File: src/rtl/fetch_pkg.sv
// Shared types and constants for the instruction-fetch stage.
// Latency: n/a (declarations only).
// Backpressure: n/a.
package fetch_pkg;

    // Encoding decode treats as a harmless no-op.
    localparam logic [15:0] NOP_INSTR = 16'h0800;
    // Opcode decode recognises as HALT (fetch only sees the halt strobe).
    localparam logic [4:0]  HALT_OPC  = 5'b00000;
    // Instruction queue depth; the buffer logic assumes exactly two entries.
    localparam int          BUF_DEPTH = 2;

    typedef enum logic [1:0] {
        S_FETCH = 2'd0,   // normal fetching
        S_DRAIN = 2'd1,   // swallow one in-flight response after a flush
        S_HALT  = 2'd2    // stopped until reset or an even redirect
    } fetch_state_t;

    // One queued instruction plus the PC of the following word.
    typedef struct packed {
        logic [15:0] instr;
        logic [15:0] pc_next;
    } fetch_entry_t;

endpackage

File: src/rtl/fetch_buf.sv
// Two-entry instruction queue of {instr, pc+2} between imem and decode.
// Latency: a push is visible at the head the cycle after the pushing edge.
// Backpressure: pop only while non-empty; push ignored when full without a
//   same-cycle pop; flush empties the queue and wins over push and pop.
// Ports: clk/rst_n; push + push_entry; pop; flush; head (oldest entry);
//   occupancy (0..2).
module fetch_buf
    import fetch_pkg::*;
(
    input  logic         clk,
    input  logic         rst_n,
    input  logic         push,
    input  fetch_entry_t push_entry,
    input  logic         pop,
    input  logic         flush,
    output fetch_entry_t head,
    output logic [1:0]   occupancy
);

    fetch_entry_t slots [BUF_DEPTH];
    logic         wr_ptr;
    logic         rd_ptr;
    logic         do_push;
    logic         do_pop;

    assign do_pop  = pop && (occupancy != 2'd0);
    assign do_push = push && ((occupancy != 2'd2) || do_pop);
    assign head    = slots[rd_ptr];

    always_ff @(posedge clk or negedge rst_n) begin
        if (!rst_n) begin
            wr_ptr    <= 1'b0;
            rd_ptr    <= 1'b0;
            occupancy <= 2'd0;
        end else if (flush) begin
            wr_ptr    <= 1'b0;
            rd_ptr    <= 1'b0;
            occupancy <= 2'd0;
        end else begin
            if (do_push) begin
                wr_ptr <= ~wr_ptr;
            end
            if (do_pop) begin
                rd_ptr <= ~rd_ptr;
            end
            case ({do_push, do_pop})
                2'b10:   occupancy <= occupancy + 2'd1;
                2'b01:   occupancy <= occupancy - 2'd1;
                default: occupancy <= occupancy;
            endcase
        end
    end

    // Storage needs no reset: the head is only used while occupancy != 0.
    always_ff @(posedge clk) begin
        if (do_push && !flush) begin
            slots[wr_ptr] <= push_entry;
        end
    end

endmodule

File: src/rtl/fetch_stage.sv
// Instruction fetch: owns the PC, keeps one imem read outstanding and feeds
//   decode from a 2-entry queue; handles stall, redirect and halt.
// Latency: zero-wait imem -> instr one cycle after the accepting edge,
//   one instruction per cycle sustained; redirect target valid at t+2.
// Backpressure: stall holds the head; new requests stop once queue plus
//   outstanding request would exceed two entries.
// Ports: imem_req/addr/rdata/done (memory side); stall, redirect,
//   redirect_pc, halt (pipeline control); instr, pc_next, instr_valid
//   (to decode); err (sticky odd-redirect flag).
module fetch_stage #(
    parameter logic [15:0] RESET_PC  = 16'h0000,
    parameter int          BUF_DEPTH = 2
) (
    input  logic        clk,
    input  logic        rst_n,
    output logic        imem_req,
    output logic [15:0] imem_addr,
    input  logic [15:0] imem_rdata,
    input  logic        imem_done,
    input  logic        stall,
    input  logic        redirect,
    input  logic [15:0] redirect_pc,
    input  logic        halt,
    output logic [15:0] instr,
    output logic [15:0] pc_next,
    output logic        instr_valid,
    output logic        err
);
    import fetch_pkg::*;

    fetch_state_t state;
    logic [15:0]  fetch_pc;
    logic [15:0]  pend_addr;   // address of the request still waiting on imem_done
    logic [15:0]  pc_inc;
    logic         pending;
    logic         started;     // keeps imem_req low until the first edge out of reset
    logic         accept;
    logic         in_flight;   // request outstanding past this edge
    logic         buf_push;
    logic         buf_pop;
    logic         buf_flush;
    logic [1:0]   occ;
    fetch_entry_t head;
    fetch_entry_t push_entry;

    assign pc_inc    = fetch_pc + 16'd2;   // wraps FFFE -> 0000
    assign accept    = imem_req & imem_done;
    assign in_flight = imem_req & ~imem_done;

    // A pending request keeps its original address even if the PC was
    // redirected underneath it.
    assign imem_addr = pending ? pend_addr : fetch_pc;

    always_comb begin
        imem_req = 1'b0;
        if (started) begin
            case (state)
                S_FETCH: imem_req = pending ||
                                    (({1'b0, occ} + {2'b00, pending}) < 3'(BUF_DEPTH));
                default: imem_req = pending;
            endcase
        end
    end

    // Responses are kept only in normal fetch with no flush this cycle.
    assign buf_push   = accept && (state == S_FETCH) && !redirect && !halt;
    assign buf_flush  = redirect || halt;
    assign buf_pop    = instr_valid && !stall;
    assign push_entry = '{instr: imem_rdata, pc_next: pc_inc};

    fetch_buf u_buf (
        .clk        (clk),
        .rst_n      (rst_n),
        .push       (buf_push),
        .push_entry (push_entry),
        .pop        (buf_pop),
        .flush      (buf_flush),
        .head       (head),
        .occupancy  (occ)
    );

    // Decode-facing outputs come from queue head and state only.
    assign instr_valid = (state == S_FETCH) && (occ != 2'd0);
    assign instr       = instr_valid ? head.instr   : NOP_INSTR;
    assign pc_next     = instr_valid ? head.pc_next : 16'h0000;

    always_ff @(posedge clk or negedge rst_n) begin
        if (!rst_n) begin
            state     <= S_FETCH;
            fetch_pc  <= RESET_PC;
            pend_addr <= RESET_PC;
            pending   <= 1'b0;
            started   <= 1'b0;
            err       <= 1'b0;
        end else begin
            started <= 1'b1;
            pending <= in_flight;
            if (in_flight) begin
                pend_addr <= imem_addr;
            end

            if (redirect) begin
                if (redirect_pc[0]) begin
                    err   <= 1'b1;
                    state <= S_HALT;
                end else begin
                    fetch_pc <= redirect_pc;
                    // Anything still outstanding must be swallowed first.
                    state    <= in_flight ? S_DRAIN : S_FETCH;
                end
            end else begin
                case (state)
                    S_FETCH: begin
                        if (halt) begin
                            state <= S_HALT;
                        end else if (accept) begin
                            fetch_pc <= pc_inc;
                        end
                    end
                    S_DRAIN: begin
                        if (halt) begin
                            state <= S_HALT;
                        end else if (imem_done) begin
                            state <= S_FETCH;
                        end
                    end
                    S_HALT: begin
                        state <= S_HALT;
                    end
                    default: begin
                        state <= S_FETCH;
                    end
                endcase
            end
        end
    end

endmodule
File: config.mk
export PLATFORM = sky130hd
export DESIGN_NAME = fetch_stage
export DESIGN_NICKNAME = d
export VERILOG_FILES = /design/src/rtl/fetch_pkg.sv /design/src/rtl/fetch_buf.sv /design/src/rtl/fetch_stage.sv
export SDC_FILE = /design/constraint.sdc
export NUM_CORES = 1
export LEC_CHECK = 0
export CAP_MARGIN = 20
export CORE_ASPECT_RATIO = 0.9
export CORE_MARGIN = 5
export CORE_UTILIZATION = 50
export CTS_CLUSTER_DIAMETER = 100
export DETAILED_ROUTE_END_ITERATION = 7
export PLACE_DENSITY = 0.77
export REMOVE_ABC_BUFFERS = 1
export SLEW_MARGIN = 10
export SYNTH_ARGS = -nofsm -noshare
export SYNTH_HDL_FRONTEND = slang
export SYNTH_SLANG_ARGS = --single-unit
File: constraint.sdc
create_clock -name clk -period 9.4 [get_ports clk]
set_input_delay 0.94 -clock clk [delete_from_list [all_inputs] [get_ports clk]]
set_output_delay 0.94 -clock clk [all_outputs]
set_load 0.01 [all_outputs]
Yosys cells after proc, flatten, opt, wreduce, memory -nomap -nowiden
Memories as Yosys holds them, arrays and structs flattened.
Cells that the tools add are included.
{ "op_classes": {"add_sub_neg": 4, "magnitude_cmp": 1, "eq_ne": 9, "n_mux": 25, "bitwise": 5, "reduce_logical": 25} }
{ "ops": {"columns": ["op", "n"], "rows": [
  ["16-bit 2-to-1 mux", 8],
  ["16-bit by 2-bit adder with 16-bit output (second input constant)", 1],
  ["2-bit 2-to-1 mux", 6],
  ["2-bit nonzero test", 5],
  ["1-bit 2-to-1 mux", 9],
  ["1-bit logical AND", 8],
  ["2-bit inequality test (second input constant)", 3],
  ["2-bit case mux with 3 select lines", 1],
  ["2-bit by 1-bit equality test with 1-bit output (second input constant)", 2],
  ["2-bit equality test (second input constant)", 2],
  ["1-bit zero test", 4],
  ["4-bit inequality test (second input constant)", 1],
  ["2-bit case mux with 2 select lines", 1],
  ["2-bit AND reduction", 2],
  ["4-bit AND reduction", 1],
  ["2-bit by 1-bit adder with 3-bit output", 1],
  ["1-bit logical OR", 3],
  ["3-bit by 2-bit < comparator with 1-bit output (second input constant)", 1],
  ["3-bit inequality test (second input constant)", 1],
  ["1-bit NOT", 3],
  ["3-bit nonzero test", 1],
  ["2-bit by 1-bit adder with 2-bit output (second input constant)", 1],
  ["1-bit AND", 2],
  ["2-bit zero test", 1],
  ["2-bit by 1-bit subtractor with 2-bit output (second input constant)", 1]
]} }
{ "totals": {"register_bits": 41, "ramBits": 64, "input_bits": 38, "output_inout_bits": 51, "wordCells": 79, "memories": 1} }
{ "memory_table": {"columns": ["memory", "words", "word_bits", "rd", "rd_ports_with_merged_regs", "wr", "line", "text"], "rows": [
  ["u_buf.slots", 2, 32, 1, 0, 1, "fetch_buf.sv:20", "fetch_entry_t slots [BUF_DEPTH];"]
]} }

Longest topological paths before layout
Gate-level depths: netlist (run 1).
{ "logic_depth": {"depth_word": 13, "mapped_depth": 7, "ltp_nobuf": 5} }

Modules after synthesis
Synthesis (run 1) repeated with hierarchy kept, for this count alone.
{ "unflattened": {"cells_unflattened": 375, "area_unflattened_um2": 4853.4} }
{ "by_module_without_submodules": {"columns": ["module", "instances", "cells_per_inst", "area_each_um2", "seq_area_each_um2"], "rows": [
  ["fetch_buf", 1, 124, 2539.9, 2021.9],
  ["fetch_stage", 1, 251, 2313.5, 900.9]
]} }

Least setup slack after synthesis (run 1)
OpenSTA, ideal clock, no wires.
{ "synth_path": {"kind": "in2reg", "from": "input stall", "to": "memory u_buf.slots[1][10] in the netlist's numbering (enable)", "t_arrival_ps": 3837, "slack_ps": 5099, "cell_stages": 3, "n_path_buf": 0, "path_cell_list": "or3_1 -> and3_1 -> nor3b_1"} }
{ "synth_between": {"elab_chain_cells": 8} }
{ "synth_rtl": {"columns": ["element", "line", "text"], "rows": [
  ["start, declared", "fetch_stage.sv:20", "input logic stall,"],
  ["1-bit zero test", "fetch_stage.sv:68", "assign buf_pop = instr_valid && !stall;"],
  ["1-bit logical AND", "fetch_stage.sv:68", null],
  ["1-bit logical AND", "fetch_buf.sv:26", "assign do_pop = pop && (occupancy != 2'd0);"],
  ["1-bit logical OR", "fetch_buf.sv:27", "assign do_push = push && ((occupancy != 2'd2) || do_pop);"],
  ["1-bit logical AND", "fetch_buf.sv:27", null],
  ["1-bit logical AND", "fetch_buf.sv:56", "if (do_push && !flush) begin"],
  ["1-bit 2-to-1 mux", "fetch_buf.sv:56", null],
  ["1-bit 2-to-1 mux (implied by the code)", "fetch_buf.sv:57", "slots[wr_ptr] <= push_entry;"],
  ["end, declared", "fetch_buf.sv:20", null]
]} }
Every way passes these cells.

Worst setup path after layout (run 1)
{ "layout_path": {"from": "input redirect", "to": "register fetch_pc[8]"} }
{ "layout_between": {"elab_chain_cells": 2} }
{ "layout_rtl": {"columns": ["element", "line", "text"], "rows": [
  ["start, declared", "fetch_stage.sv:21", "input logic redirect,"],
  ["2-bit inequality test (no source line) / 2-bit nonzero test (equally long branches)", null, null],
  ["4-bit AND reduction (no source line)", null, null],
  ["end signal, assigned", "fetch_stage.sv:107", "fetch_pc <= redirect_pc;"],
  ["end signal, assigned", "fetch_stage.sv:117", "fetch_pc <= pc_inc;"],
  ["end, declared", "fetch_stage.sv:32", "logic [15:0] fetch_pc;"]
]} }
Several ways; a longest one is shown, not always the timed one.
A chain may end at the register's enable or synchronous reset.

==> impl_results.md, run 1 <==
* Synth top area share at approximately 40%
* Initial antenna violation count at 0
* Final hold violations at 0
* Die Area at 11460 um2
* Initial DRC Count at around 210
* GRT Residual Overflow at 0
* Vias in the first global route at between 3000 and 4000
* Post-synthesis sequential area ratio at roughly 60%
* Aggregate routed wire length at 9.728 mm
* Total core area at a little over 9000 um2
* Setup CP Type: in2reg
* Post-synth top flop: edfxtp_1
* CTS root buffer: clkbuf_8
* Most common cell in the netlist: edfxtp_1
* Yosys top cell by area: edfxtp_1
* Antenna viol nets, final at 0
* # port buffers at a little under 90
* Final setup viols at 0
* Hold_buf cts at 0
* Remaining DRCs at 0
* Pwr dens at approximately 170 nW/um2
* CTS buffer count at 9
* Gr usage total at 17.03%
* Height of the die at approximately 100 um
* Clk_skew at approximately 0.0079 ns
* Final nets at slightly below 500
* Syn avg cell area at about 13 um2
* Vias per cell at 5.442
* Die width at roughly 110 um
* Static Leak at just over 2 nW
* Fmax at ~310 MHz
* Slew Viols, Final at 0
* Synthesized area at roughly 4700 um2
* Clock Latency Late Sink at approximately 0.36 ns
* Ys async rst share at about two fifths
* Min Tclk post-route at approximately 3.2 ns
* Worst vdd ir at between 0.1 and 0.15 mV
* Worst Hold Class: reg2reg
* Post-CTS Setup Inserts at 0
* Largest net degree at the start of global routing at ~40
* Pre-Repair DR Iteration Count at 4
* Synth top area cells: edfxtp_1 40%, dfrtp_1 21%, mux2i_1 7.0%
* Rows at 33
* Slew margin rel. at around two fifths
* CTS tree: yes
* Crit start category: input port
* RSZ-0062 raised after global routing: false
* Layout cells sized above 1 at a little under an eighth
* Io pins at a little under 90
* Fin crit share at between 30% and 40%
* Yosys Warn Count at 0
* CP arrival at between 3 and 4 ns
* Yosys cell types at between 40 and 50
* Worst-Margin Slew at between 0.9 and 1 ns
* Maxcap violations at 0
* Area grow syn2layout at 23.87%
* PostCTS Resize Cnt at 0
* Number of flops mapped to enable cells by yosys at between 60 and 70
* CP Capture Type: flop
* Clock Pin Slew Worst Setup and Hold Paths at ~0.10 ns
* Most common library cells after synthesis: 62 x edfxtp_1, 41 x nor2_1, 40 x dfrtp_1, 33 x mux2i_1, 29 x mux2_2
* Setup TNS Final at 0 ns
* DR WL/cell at around 17 um
* Post-Syn Instances at approximately 370
* Hpwl dp at between 6 and 7 mm
* CP max FO at 25
* First-pass GRT wire length at ~15 mm
* Starting density of the core at roughly half
* Synthesized flop and latch total at roughly 100
* Clock sink total at 102
* Status: completed
* Routability congestion estimate at 0.8159
* CP Data Required Time at just under 10 ns
* ANT cells at 0
* Htree depth at 3
* Hold slack at between 0.4 and 0.5 ns
* Bufs on Longest Clock Path at 2
* Detailed-route via count at 3118
==> worst max-delay path, stage by stage <==
cell and delay [ns]:
clkdlybuf4s50_1 0.84, or2_0 0.59, o31a_1 0.58, or3_1 0.39
o221a_2 0.13
==> metrics by stage <==
| step | instance area, um2 | util [%] | instances | total power [mW] | worst slack, ns |
|---|---|---|---|---|---|
| floorplan | 4568 | - | 345 | 0.6579 | 5.099 |
| global placement | 5624 | 61.36 | 557 | 0.7332 | 5.904 |
| detailed placement | 5624 | 61.36 | 557 | 0.7435 | 5.822 |
| CTS | 5831 | 63.61 | 573 | 1.025 | 6.150 |
| global route | 5831 | 63.61 | 573 | 1.066 | 6.012 |
| finish | 5831 | 63.61 | 573 | 1.016 | 6.180 |
==> layout make-up <==
class / instances / area (um2)
Inverter: 7 / 26.28
Tap cell: 122 / 152.6
Fill cell: 717 / 3336
Timing Repair Buffer: 90 / 888.4
Sequential cell: 102 / 2864
Multi-Input combinational cell: 236 / 1693
Clock inverter: 6 / 78.83
Clock buffer: 10 / 127.6
==> logic make-up (layout without fill, tap and decap cells) <==
group,count (synthesis),after routing,share of synthesized area [%]
AOI/OAI and AO/OA,58,58,8.347
xor gates and xnor gates,14,14,2.605
adders and majority gates,1,1,0.2658
buffers and inverters,35,113,3.509
DFF,102,102,60.82
muxes,62,62,13.96
other,2,2,0.1595
and+or+nand+nor,99,99,10.34
==> layer usage <==
layer / global-route usage [%] / up-vias / wire (um)
met5: 0 / - / 0
li1: - / 1513 / -
met4: 3.512 / 0 / 56
met1: 23.08 / 1485 / 4539
met3: 4.796 / 8 / 624
met2: 27.90 / 112 / 4507
==> registers in the layout, indices dropped and copies added, names as in the netlist <==
name,flops
pending,1
pend_addr,16
err,1
u_buf.wr_ptr,1
u_buf.rd_ptr,1
u_buf.occupancy,2
u_buf.slots,62
state,2
started,1
fetch_pc,15
==> power breakdown <==
group / internal [mW] / total [mW] / switching (mW)
clock: 0.128 / 0.283 / 0.154
combinational: 0.0972 / 0.171 / 0.0734
sequential: 0.524 / 0.563 / 0.0390
total: 0.750 / 1.02 / 0.267
==> path summary, 6_finish.rpt <==
path                            cells after the start                 end  slack [ns]      from
worst max-delay path                                5         fetch_pc[8]        6.18  redirect
worst min-delay path                                1                 err        0.48       err
worst max register to register                      4  u_buf.slots[0][13]        7.00   pending
worst min register to register                      1                 err        0.48       err
max in group asynchronous                           1        u_buf.rd_ptr        8.07     rst_n
min in group asynchronous                           1       pend_addr[12]        0.70     rst_n
==> placed cells by master (no fill, tap or decap), types with 4 or more instances in the layout <==
master	instances
nor2_1	41
xnor2_1	9
inv_1	7
edfxtp_1	62
nand2_1	15
and4_1	4
nand3_1	4
o21ai_0	15
a2bb2oi_1	5
nand4_1	6
a21oi_1	10
clkdlybuf4s50_1	86
a211oi_1	4
nor3_1	6
mux2_2	29
mux2i_1	33
dfrtp_1	39
xor2_1	5
clkbuf_8	9
o22ai_1	5
and3_1	5
No activity file was read; power rests on OpenSTA's default activity.
==> run 2: changes to the inputs <==
- clock period: 9.4 -> 3.1 ns (I/O delays scaled with it)
==> run 2 against run 1 <==
Net effect: first-iteration DRC count shrank 8.5%; hold slack worse by 0.40 ns; non-clock buffer count increased by 3; design area about the same; worst setup slack lost 5.7 ns; critical path type is now reg2out.
==> impl_results.md, run 2 (synthesis gave the netlist of run 1 again) <==
* CP Data Required Time at 2.79 ns (-6.86 ns)
* Pre-Repair DR Iteration Count at 4 (unchanged)
* Vias per cell at 5.527 (+1.6%)
* Slew margin rel. at 37.56% (-0.73 points)
* Detailed-route via count at 3178 (+1.9%)
* Final setup viols at 0 (unchanged)
* Final nets at 488 (+0.62%)
* Worst Hold Class: in2async
* Static Leak at 2.040 nW (-0.20%)
* Area grow syn2layout at 23.76% (about the same)
* R2R cell count at 4 (unchanged)
* CP arrival at 2.29 ns (-1.18 ns)
* First-pass GRT wire length at 16.04 mm (+3.8%)
* Hold slack at 0.08056 ns (-0.3988 ns)
* DP Area at 5647 um2 (+0.40%)
* ANT cells at 0 (unchanged)
* Hold_buf cts at 0 (unchanged)
* CTS tree: yes
* Design Area, Final at 5826 um2 (about the same)
* Initial DRC Count at 193 (-8.5%)
* Crit start category: flop
* GRT Residual Overflow at 0 (unchanged)
* Clock Latency Late Sink at 0.36 ns (about the same)
* Worst r2r dst: u_buf.slots[1][22]
* Gr busiest metal: met2
* Met2 Usage GRT at 29.00% (+1.1 points)
* Routability congestion estimate at 0.8824 (+8.2%)
* Setup slack, reg-to-reg at 0.83 ns (-6.17 ns)
* Clk_skew at 0.008883 ns (+0.0009593 ns)
* Pwr dens at 514.1 nW/um2 (+190%)
* Fmax at a little under 400 MHz
* Crit. Startpoint: u_buf.rd_ptr
* CP endpoint: pc_next[1]
* PostCTS Resize Cnt at 0 (unchanged)
* CP Capture Type: output port
* Most common cell after layout, fill and taps aside: clkdlybuf4s50_1
* Worst-Margin Slew at 0.9367 ns (+0.01096 ns)
* Most frequent cells in the layout: 86 x clkdlybuf4s50_1, 62 x edfxtp_1, 41 x nor2_1
* Antenna viol nets, final at 0 (unchanged)
* Die width at 112.3 um (unchanged)
* CTS buffer count at 9 (unchanged)
* Total core area at 9166 um2 (unchanged)
* Met1 usage in global routing at 23.93% (+0.85 points)
* Min Tclk post-route at approximately 2.6 ns
* Clock Pin Slew Worst Setup and Hold Paths at 0.10 ns (about the same)
* Die Area at 11460 um2 (unchanged)
* CP max FO at 33 (+32%)
* DR WL/cell at 17.41 um (+2.5%)
* Worst reg2reg path startpoint: pending
* CTS root buffer: clkbuf_8
* Hpwl dp at 6.928 mm (+3.9%)
* Setup CP Type: reg2out
* Worst vdd ir at 0.3882 mV (+260%)
* Slew Viols, Final at 0 (unchanged)
* Biggest register: u_buf.slots
* Rows at 33 (unchanged)
* # port buffers at 87 (unchanged)
* Largest net degree at the start of global routing at 41 (unchanged)
* Layout cells sized above 1 at 12.58% (+0.61 points)
* Max reg flops at 62 (unchanged)
* Htree depth at 3 (unchanged)
* Setup TNS Final at 0 ns (unchanged)
* Starting density of the core at 51.35% (unchanged)
* Io pins at 89 (unchanged)
* Fin crit share at 83.78%
* Bufs on Longest Clock Path at 2 (unchanged)
* Post-CTS Setup Inserts at 0 (unchanged)
* Met3 Track Usage GR at 5.151% (+0.36 points)
* Maxcap violations at 0 (unchanged)
* Height of the die at 102.0 um (unchanged)
* Clock sink total at 102 (unchanged)
* Initial antenna violation count at 0 (unchanged)
* Remaining DRCs at 0 (unchanged)
* RSZ-0062 raised after global routing: false
* Vias in the first global route at 3164 (+1.7%)
* Final hold violations at 0 (unchanged)
* Status: completed
* Aggregate routed wire length at 10.01 mm (+2.9%)
* Gr usage total at 17.76% (+0.73 points)
* Largest registers: u_buf.slots (62), pend_addr (16), fetch_pc (15)
==> run 2: cell types whose count changed in the layout (fill, tap and decap cells not counted) <==
cell        before  now
buf_4            3    6
bufinv_16        1    0
clkbuf_1         1    0
clkinv_4         3    1
clkinvlp_4       0    2
inv_6            0    1
==> run 2: how the worst min path moves through the flow <==
stage            startpoint            end  depth (start not counted)  slack [ns]
2_1_floorplan         rst_n            err                          0        0.01
3_3_place_gp   pend_addr[0]   pend_addr[0]                          1        0.46
3_5_place_dp   pend_addr[0]   pend_addr[0]                          1        0.47
4_1_cts               rst_n  pend_addr[12]                          1        0.08
5_1_grt               rst_n   pend_addr[5]                          1        0.14
6_report              rst_n  pend_addr[12]                          1        0.08
==> run 2: area by class of cell <==
class	count	area [um2]
repair buffers	93	910.9
flip-flops and latches	102	2864
inverters	7	26.28
clock inverters	6	55.05
fillers	726	3341
multi-input cells	236	1693
well taps	122	152.6
clock buffers	9	123.9
==> run 2: report_power, final <==
part	internal [mW]	switching [mW]	leakage, nW	total [mW]
Clock	0.303	0.465	0.0858	0.768
Sequential	1.59	0.120	1.04	1.71
Combinational	0.297	0.221	0.912	0.518
Total	2.19	0.807	2.04	3.00
==> run 2: worst max-delay path: stages (launching register included) <==
cell,delay (ns)
dfrtp_2,0.98
mux2i_1,0.20
nor2_1,0.17
clkdlybuf4s50_1,0.56
==> run 2: metal layers <==
metal  wire [um]  vias to the layer above
li1            -                     1508
met1        4645                     1542
met2        4655                      122
met3         660                        6
met4          47                        0
met5           0                        -
==> run 2: through the flow <==
| step | setup WS, ns | util, % | cells | total power, mW |
|---|---|---|---|---|
| after floorplan | -0.7614 | - | 345 | 1.995 |
| after global placement | 0.6977 | 61.60 | 560 | 2.225 |
| after detailed placement | 0.6781 | 61.60 | 560 | 2.253 |
| after CTS | 0.4775 | 63.55 | 575 | 3.023 |
| after global routing | 0.3841 | 63.55 | 575 | 3.140 |
| final | 0.5029 | 63.55 | 575 | 2.995 |
==> run 3: changes to the inputs <==
- CORE_UTILIZATION: 50 -> 47
- PLACE_DENSITY: 0.77 -> 0.76
- clock period: 3.1 -> 2.3 ns (I/O delays scaled with it)
==> run 3 against run 2 <==
Net effect: die area grew 5.8%; count of clock-buffer cells in the layout is 1 higher; routed wire length is 0.39% higher; combinational power is 39% higher; first-iteration DRC count down 20%; core utilization shrank 2.2 points; critical path depth is 2 higher; worst setup slack lost 0.38 ns; sequential power grew 35%; largest cell class unchanged; highest routed layer unchanged.
==> impl_results.md, run 3 (synthesis gave the netlist of run 1 again) <==
* Antenna viol nets, final at 0 (unchanged)
* Biggest register: u_buf.slots
* Net load switching power at 1.088 mW (+35%)
* Layout cells sized above 1 at 15.02% (+2.4 points)
* Post-CTS Setup Inserts at 0 (unchanged)
* Clock Pin Slew Worst Setup and Hold Paths at 0.10 ns (about the same)
* Vias in the first global route at 3258 (+3.0%)
* Detailed-route via count at 3181 (+0.094%)
* Setup TNS Final at 0 ns (unchanged)
* CTS tree: yes
* CP arrival at 1.94 ns (-0.35 ns)
* Worst Hold Class: in2async
* Hpwl dp at 7.289 mm (+5.2%)
* CTS root buffer: clkbuf_8
* Starting density of the core at 48.32% (-3.0 points)
* Sequential share of power at 55.1% (-1.9 points)
* Io pins at 89 (unchanged)
* Height of the die at 104.9 um (+2.8%)
* Clock Latency Late Sink at 0.37 ns (about the same)
* Pwr dens at 696.8 nW/um2 (+36%)
* Min Tclk post-route at between 2 and 2.5 ns
* CP max FO at 33 (unchanged)
* Die width at 115.5 um (+2.9%)
* Hold slack at 0.3705 ns (+0.2900 ns)
* Remaining DRCs at 0 (unchanged)
* Post-route setup slack at 0.1268 ns (-0.3761 ns)
* # port buffers at 87 (unchanged)
* Routability congestion estimate at 0.8526 (-3.4%)
* Max reg flops at 62 (unchanged)
* Gr usage total at 17.07% (-0.69 points)
* Worst vdd ir at 0.5026 mV (+29%)
* Post-route insts no fill at 592 (+3.0%)
* Design Area, Final at 5977 um2 (+2.6%)
* DR WL/cell at 16.97 um (-2.5%)
* Crit start category: flop
* Fin crit share at between 90% and 100%
* Clock sink total at 102 (unchanged)
* RSZ-0062 raised after global routing: false
* Setup CP Type: reg2out
* Static Leak at 2.123 nW (+4.0%)
* Worst reg2reg path startpoint: state[1]
* Vias per cell at 5.373 (-2.8%)
* First-pass GRT wire length at 16.25 mm (+1.3%)
* CP Data Required Time at 2.07 ns (-0.72 ns)
* Pint at 3.077 mW (+41%)
* Bufs on Longest Clock Path at 2 (unchanged)
* Cell Count Post-Placement at 575 (+2.7%)
* Power share of the combinational group at 17.3% (about the same)
* Pre-Repair DR Iteration Count at 4 (unchanged)
* Worst r2r dst: u_buf.slots[1][2]
* Die Area at 12120 um2 (+5.8%)
* Rows at 34 (+3.0%)
* Final core occ at 61.35% (-2.2 points)
* Initial antenna violation count at 0 (unchanged)
* Initial DRC Count at 155 (-20%)
* Slew Viols, Final at 0 (unchanged)
* Status: completed
* Htree depth at 3 (unchanged)
* Most common cell after layout, fill and taps aside: clkdlybuf4s50_1
* GRT Residual Overflow at 0 (unchanged)
* Setup WS pre-CTS at 0.1255 ns (-0.5526 ns)
* Largest registers: u_buf.slots (62), pend_addr (16), fetch_pc (15)
* Most frequent cells in the layout: 86 x clkdlybuf4s50_1, 62 x edfxtp_1, 41 x nor2_1
* R2R cell count at 4 (unchanged)
* Total core area at 9742 um2 (+6.3%)
* Switching share of total power at 26.12% (-0.81 points)
* Aggregate routed wire length at 10.05 mm (+0.39%)
* Final setup viols at 0 (unchanged)
* CP Capture Type: output port
* DP Area at 5759 um2 (+2.0%)
* ANT cells at 0 (unchanged)
* Final hold violations at 0 (unchanged)
* Largest net degree at the start of global routing at 34 (-17%)
* Final nets at 500 (+2.5%)
* Maxcap violations at 0 (unchanged)
* Area grow syn2layout at 26.98%
* Clk_skew at 0.008679 ns (-0.0002040 ns)
* Setup slack, reg-to-reg at 0.34 ns (-0.49 ns)
* CTS buffer count at 9 (unchanged)
* Fmax at ~460 MHz
* Power share of the clock group at 27.6% (+1.9 points)
* Tot Pwr at 4.165 mW (+39%)
run 3: power groups by stage:
stage	Clock (mW)	Sequential (mW)	Combinational (mW)
after floorplan	0	2.29	0.403
after detailed placement	0	2.33	0.716
after global routing	1.26	2.32	0.786
final	1.15	2.30	0.719
after CTS	1.19	2.29	0.727
after global placement	0	2.32	0.693
run 3: area by class of cell:
class / instances / area [um2]
repair buffers: 105 / 1028
fillers: 786 / 3765
well taps: 126 / 157.7
inverters: 7 / 26.28
clock inverters: 6 / 77.57
multi-input cells: 236 / 1693
flip-flops and latches: 102 / 2867
clock buffers: 10 / 127.6
run 3: metal layers:
layer / part of all wire (%) / track usage, %
met5: 0 / 0
met4: 0.95 / 3.772
met3: 7.2 / 5.434
met2: 47 / 27.44
met1: 45 / 22.76
run 3: worst max-delay path: stages, from the launching register on:
cell,delay (ns)
dfrtp_2,0.47
nor2_1,0.15
o21ai_2,0.09
buf_12,0.17
nor2_1,0.11
clkdlybuf4s50_1,0.58
run 3: how the worst max path moves through the flow:
stage / start / endpoint / slack [ns] / depth (start not counted)
2_1_floorplan: pending / u_buf.slots[1][10] / -1.56 / 3
3_3_place_gp: imem_done / u_buf.slots[1][17] / 0.19 / 5
3_5_place_dp: pending / fetch_pc[15] / 0.13 / 5
4_1_cts: state[1] / pc_next[9] / 0.09 / 5
5_1_grt: state[1] / pc_next[9] / 0.02 / 5
6_report: state[1] / pc_next[9] / 0.13 / 5
run 3: what timing repair did:
item | CTS | global route
gates resized for setup | 1 | 1
hold endpoints to repair | 40 | 0
hold buffers | 1 | 0
setup endpoints to repair | 16 | 2
pin swaps | 0 | 0
